[config.mk]
export PLATFORM = sky130hd
export DESIGN_NAME = vga_sync_gen
export DESIGN_NICKNAME = d
export VERILOG_FILES = /design/src/rtl/vga_timing_pkg.sv /design/src/rtl/vga_tick_div.sv /design/src/rtl/vga_sync_gen.sv
export SDC_FILE = /design/constraint.sdc
export NUM_CORES = 1
export LEC_CHECK = 0
export CAP_MARGIN = 20
export CORE_ASPECT_RATIO = 0.8
export CORE_UTILIZATION = 51
export DETAILED_ROUTE_END_ITERATION = 10
export PLACE_DENSITY = 0.79
export SLEW_MARGIN = 5
export SYNTH_ARGS = -nofsm -noshare
export SYNTH_HDL_FRONTEND = slang
export SYNTH_SLANG_ARGS = --single-unit
export TNS_END_PERCENT = 1
[constraint.sdc]
create_clock -name clk -period 2.5 [get_ports clk]
set_input_delay 0.75 -clock clk [delete_from_list [all_inputs] [get_ports clk]]
set_output_delay 0.75 -clock clk [all_outputs]
set_load 0.02 [all_outputs]
[src/rtl/vga_timing_pkg.sv]
// vga_timing_pkg: 640x480@60 Hz timing constants shared by the sync generator and the text generator.
package vga_timing_pkg;
  localparam int COORD_W = 10;
  localparam int VGA_TICK_DIV = 4;
  localparam int VGA_H_DISPLAY = 640;
  localparam int VGA_H_FRONT = 16;
  localparam int VGA_H_SYNC = 96;
  localparam int VGA_H_BACK = 48;
  localparam int VGA_V_DISPLAY = 480;
  localparam int VGA_V_FRONT = 10;
  localparam int VGA_V_SYNC = 2;
  localparam int VGA_V_BACK = 33;
  localparam int VGA_H_TOTAL = VGA_H_DISPLAY + VGA_H_FRONT + VGA_H_SYNC + VGA_H_BACK;
  localparam int VGA_V_TOTAL = VGA_V_DISPLAY + VGA_V_FRONT + VGA_V_SYNC + VGA_V_BACK;
  typedef logic [COORD_W-1:0] coord_t;
  function automatic logic in_span(coord_t c, coord_t lo, coord_t hi);
    return c >= lo && c <= hi;
  endfunction
endpackage

[src/rtl/vga_tick_div.sv]
// vga_tick_div: free-running divider emitting a registered one-clk p_tick every DIV clocks.
module vga_tick_div #(
  parameter int DIV = 4
) (
  input  logic clk,
  input  logic reset,
  output logic p_tick
);
  localparam int W = DIV > 1 ? $clog2(DIV) : 1;
  localparam logic [W-1:0] LAST = W'(DIV - 1);
  localparam logic [W-1:0] ONE = W'(1);
  logic [W-1:0] div_cnt;
  always_ff @(posedge clk or negedge reset)
    if (!reset) begin
      div_cnt <= '0;
      p_tick <= 1'b0;
    end else begin
      div_cnt <= div_cnt == LAST ? '0 : div_cnt + ONE;
      p_tick <= div_cnt == LAST;
    end
endmodule

[src/rtl/vga_sync_gen.sv]
// vga_sync_gen: VGA pixel/line counters with registered hsync/vsync and frame_start.
// Define VGA_SYNC_PIPE_ALIGN_EN to delay hsync/vsync/video_on one pixel and expose video_on_raw.
module vga_sync_gen
  import vga_timing_pkg::*;
#(
  parameter int TICK_DIV  = VGA_TICK_DIV,
  parameter int H_DISPLAY = VGA_H_DISPLAY,
  parameter int H_FRONT   = VGA_H_FRONT,
  parameter int H_SYNC    = VGA_H_SYNC,
  parameter int H_BACK    = VGA_H_BACK,
  parameter int V_DISPLAY = VGA_V_DISPLAY,
  parameter int V_FRONT   = VGA_V_FRONT,
  parameter int V_SYNC    = VGA_V_SYNC,
  parameter int V_BACK    = VGA_V_BACK
) (
  input  logic   clk,
  input  logic   reset,
  output logic   p_tick,
  output coord_t pixel_x,
  output coord_t pixel_y,
  output logic   video_on,
  output logic   hsync,
  output logic   vsync,
  output logic   frame_start
`ifdef VGA_SYNC_PIPE_ALIGN_EN
  ,
  output logic   video_on_raw
`endif
);
  localparam int H_TOTAL = H_DISPLAY + H_FRONT + H_SYNC + H_BACK;
  localparam int V_TOTAL = V_DISPLAY + V_FRONT + V_SYNC + V_BACK;
  localparam coord_t H_LAST = coord_t'(H_TOTAL - 1);
  localparam coord_t V_LAST = coord_t'(V_TOTAL - 1);
  localparam coord_t H_VIS = coord_t'(H_DISPLAY);
  localparam coord_t V_VIS = coord_t'(V_DISPLAY);
  localparam coord_t HS_LO = coord_t'(H_DISPLAY + H_FRONT);
  localparam coord_t HS_HI = coord_t'(H_DISPLAY + H_FRONT + H_SYNC - 1);
  localparam coord_t VS_LO = coord_t'(V_DISPLAY + V_FRONT);
  localparam coord_t VS_HI = coord_t'(V_DISPLAY + V_FRONT + V_SYNC - 1);
  localparam coord_t ONE = coord_t'(1);
  coord_t h_nxt, v_nxt;
  logic h_end, v_end, hs_r, vs_r, vo_raw;
  vga_tick_div #(.DIV(TICK_DIV)) u_div (
    .clk(clk),
    .reset(reset),
    .p_tick(p_tick)
  );
  always_comb begin
    h_end = pixel_x == H_LAST;
    v_end = pixel_y == V_LAST;
    h_nxt = p_tick ? (h_end ? '0 : pixel_x + ONE) : pixel_x;
    v_nxt = p_tick && h_end ? (v_end ? '0 : pixel_y + ONE) : pixel_y;
    vo_raw = pixel_x < H_VIS && pixel_y < V_VIS;
  end
  // Syncs decode the next counts so they switch on the same edge as the counters.
  always_ff @(posedge clk or negedge reset)
    if (!reset) begin
      pixel_x <= '0;
      pixel_y <= '0;
      hs_r <= 1'b1;
      vs_r <= 1'b1;
      frame_start <= 1'b0;
    end else begin
      pixel_x <= h_nxt;
      pixel_y <= v_nxt;
      hs_r <= !in_span(h_nxt, HS_LO, HS_HI);
      vs_r <= !in_span(v_nxt, VS_LO, VS_HI);
      frame_start <= p_tick && h_end && v_end;
    end
`ifdef VGA_SYNC_PIPE_ALIGN_EN
  // One pixel of lag to line up with a downstream stage that registers rgb from the counts.
  always_ff @(posedge clk or negedge reset)
    if (!reset) begin
      hsync <= 1'b1;
      vsync <= 1'b1;
      video_on <= 1'b1;
    end else if (p_tick) begin
      hsync <= hs_r;
      vsync <= vs_r;
      video_on <= vo_raw;
    end
  assign video_on_raw = vo_raw;
`else
  assign hsync = hs_r;
  assign vsync = vs_r;
  assign video_on = vo_raw;
`endif
endmodule

==> reports/qor.yml <==
cts_buffer_depth: 2
netlist_area_um2: 1410
slew_headroom_pct: 63.1
regArea_um2: 656
hold_viol: 0
power.density_nw_per_um2: 350
yosysUniqueCellTypes: 43
cp_cell_sequence: "clkdlybuf4s50_1"
rsz0062_at_grt: "false"
vias_per_cell: 5.79
grt_pass1_wl_mm: 5.54
clock-sinks: 26
synth_warnings: 0
die-area_um2: 2980
antenna_found_initial: 0
synth-edff-count: 0
grt_usage_pct: 24.8
io_buffers: 26
finalSetupTns_ns: 0
hold_buffers: 0
synth_nets: 153
finalWirelength_mm: 3.25
postRouteAntennaNets: 0
switching_share_pct: 20.8
avgRoutedWirePerCell_um: 15.3
multi_input_area_um2: 694
critPathCaptureType: "output pin"
post_cts_buffers: 0
core_um2: 2520
grt_max_degree: 27
gr-total-overflow: 0
path_buf_inv: 1
timing.final.crit_share_pct: 92.0
p_sw_mw: 0.128
cts_buffers: 3
dpl_worst_slack_ns: 0.296
clock_power_share_pct: 29.8
first_iter_violations: 45
holdCritPathClass: "register to register"
synth_ff_type: "dfrtp_1"
drt_pre_antenna_iters: 4
cpMaxStageDelayCell: "clkdlybuf4s50_1"
critPathMaxStageDelay_ns: 0.67
vdd_ir_drop_max_uv: 341
worstPathRequired_ns: 1.75
root_buffer: "clkbuf_4"
clkLatencyLatePin_ns: 0.32
cts_resized: 4
p_leak_nw: 0.723
critPathMaxFanout: 9
setup_viol: 0
num_vias: 1234
die_w_um: 60.8
area_growth_pct: 24.3
period_needed_ns: 2.30
fmax_mhz: 435
critPathKind: "register to output pin"
grt_pass1_vias: 1189
async_reset_ff_share_pct: 100
seq_power_share_pct: 68.6
clk_pin_slew_worst_paths_ns: 0.13
cp-start-kind: "register"
htree_num_levels: 1
ios: 27
maxCapViolCount: 0
drive_gt1_share_pct: 8.47
fillers: 215
initial_core_util_pct: 55.9
antenna_cells: 0
cp_top_family: "buffers and inverters"
gp_congestion: 0.904
tightest_slew_ns: 0.546
cts_tree: "done"
layout_commonest_cell: "clkdlybuf4s50_1"
place_hpwl_mm: 2.42
fin_skew_ns: 0.00206
die_h_um: 49.0
yosysSeqAreaShare_pct: 46.4
power.share.combinational_pct: 1.7
fp-row-count: 16
layout_common_cells: "25 x clkdlybuf4s50_1, 22 x dfrtp_1, 13 x nand2_1, 11 x inv_1, 10 x nand3_1"
synth-seq-cells: 26
p_int_mw: 0.486
fin_ws_ns: 0.201
syn_inst: 147
drc: 0
worstPathArrival_ns: 1.55
outcome: "completed"
synth.avg_cell_area_um2: 9.58
maxSlewViolCount: 0
nNetsFinal: 184
## stage by stage
stage | cells | power (mW) | utilization (%) | instance area [um2] | hold WS [ns]
2_1_floorplan | 147 | 0.429 | - | 1410 | 0.403
3_3_place_gp | 209 | 0.439 | 68.4 | 1720 | 0.414
3_5_place_dp | 209 | 0.440 | 68.4 | 1720 | 0.423
4_1_cts | 213 | 0.617 | 69.4 | 1750 | 0.443
5_1_grt | 213 | 0.646 | 69.4 | 1750 | 0.476
6_report | 213 | 0.613 | 69.4 | 1750 | 0.437
## area by class of cell
class | instances | share of cell area [%]
clock buffer | 4 | 1.50
tap | 36 | 2.57
multi-input combinational | 106 | 39.6
inverter | 11 | 2.36
timing repair buffer | 30 | 16.5
sequential | 26 | 37.4
## flip-flops by register name, indices dropped and copies added (netlist names)
| name | flops |
|---|---|
| hsync | 1 |
| frame_start | 1 |
| u_div.p_tick | 1 |
| vsync | 1 |
| u_div.div_cnt | 2 |
| pixel_x | 10 |
| pixel_y | 10 |
## worst paths after layout
path | from | endpoint | slack [ns] | cells past startpoint
max | pixel_x[5]$_DFF_PN0_ | pixel_x[5] | 0.20 | 1
min | u_div.div_cnt[0]$_DFF_PN0_ | u_div.div_cnt[0]$_DFF_PN0_ | 0.44 | 1
max reg2reg | pixel_x[6]$_DFF_PN0_ | vsync$_DFF_PN1_ | 0.30 | 6
min reg2reg | u_div.div_cnt[0]$_DFF_PN0_ | u_div.div_cnt[0]$_DFF_PN0_ | 0.44 | 1
max in group asynchronous | reset | hsync$_DFF_PN1_ | 1.43 | 2
min in group asynchronous | reset | pixel_x[9]$_DFF_PN0_ | 0.77 | 2
## power groups by stage
| stage | clock network (mW) | registers (mW) | logic [mW] |
|---|---|---|---|
| 2_1_floorplan | 0 | 0.429 | 0.000000270 |
| 3_3_place_gp | 0 | 0.429 | 0.0108 |
| 3_5_place_dp | 0 | 0.429 | 0.0110 |
| 4_1_cts | 0.186 | 0.421 | 0.0109 |
| 5_1_grt | 0.213 | 0.421 | 0.0125 |
| 6_report | 0.182 | 0.421 | 0.0102 |
## logic make-up after synthesis
| family | count (synthesis) | synth area share, % |
|---|---|---|
| xor gates and xnor gates | 8 | 4.97 |
| AOI/OAI and AO/OA | 31 | 15.3 |
| DFF | 26 | 46.4 |
| and+or+nand+nor | 63 | 25.5 |
| buffers and inverters | 15 | 4.35 |
| adders and majority gates | 4 | 3.55 |
## layer usage
metal  vias up  track usage, %  part of all wire, %
li1        598               -                    -
met1       581            34.8                   46
met2        48            36.8                   46
met3         7            6.90                  6.6
met4         0            8.33                  1.5
met5         -               0                    0
## worst reg2reg max path: stages (launching register included)
cell and delay [ns]:
dfrtp_1 0.47, nor4bb_1 0.54, nand4_1 0.21, buf_4 0.22, nor4_1 0.33, o221a_2 0.25
nand4_1 0.11
## Yosys cell counts (3+ instances only)
cell      instances  area (um2)
nor3_1            5        25.0
nor4_1            3        18.8
nand3_1          10        50.1
nand4_1           4        25.0
nand2_1          13        48.8
ha_1              4        50.1
o21ai_0          10        50.1
nor2_1            6        22.5
inv_1            11        41.3
nand2b_1          4        25.0
xnor2_1           5        43.8
xor2_1            3        26.3
and3_1            5        31.3
dfrtp_1          24         601
o31ai_1           4        30.0
Note: power is estimated with default switching activity, not from simulation.
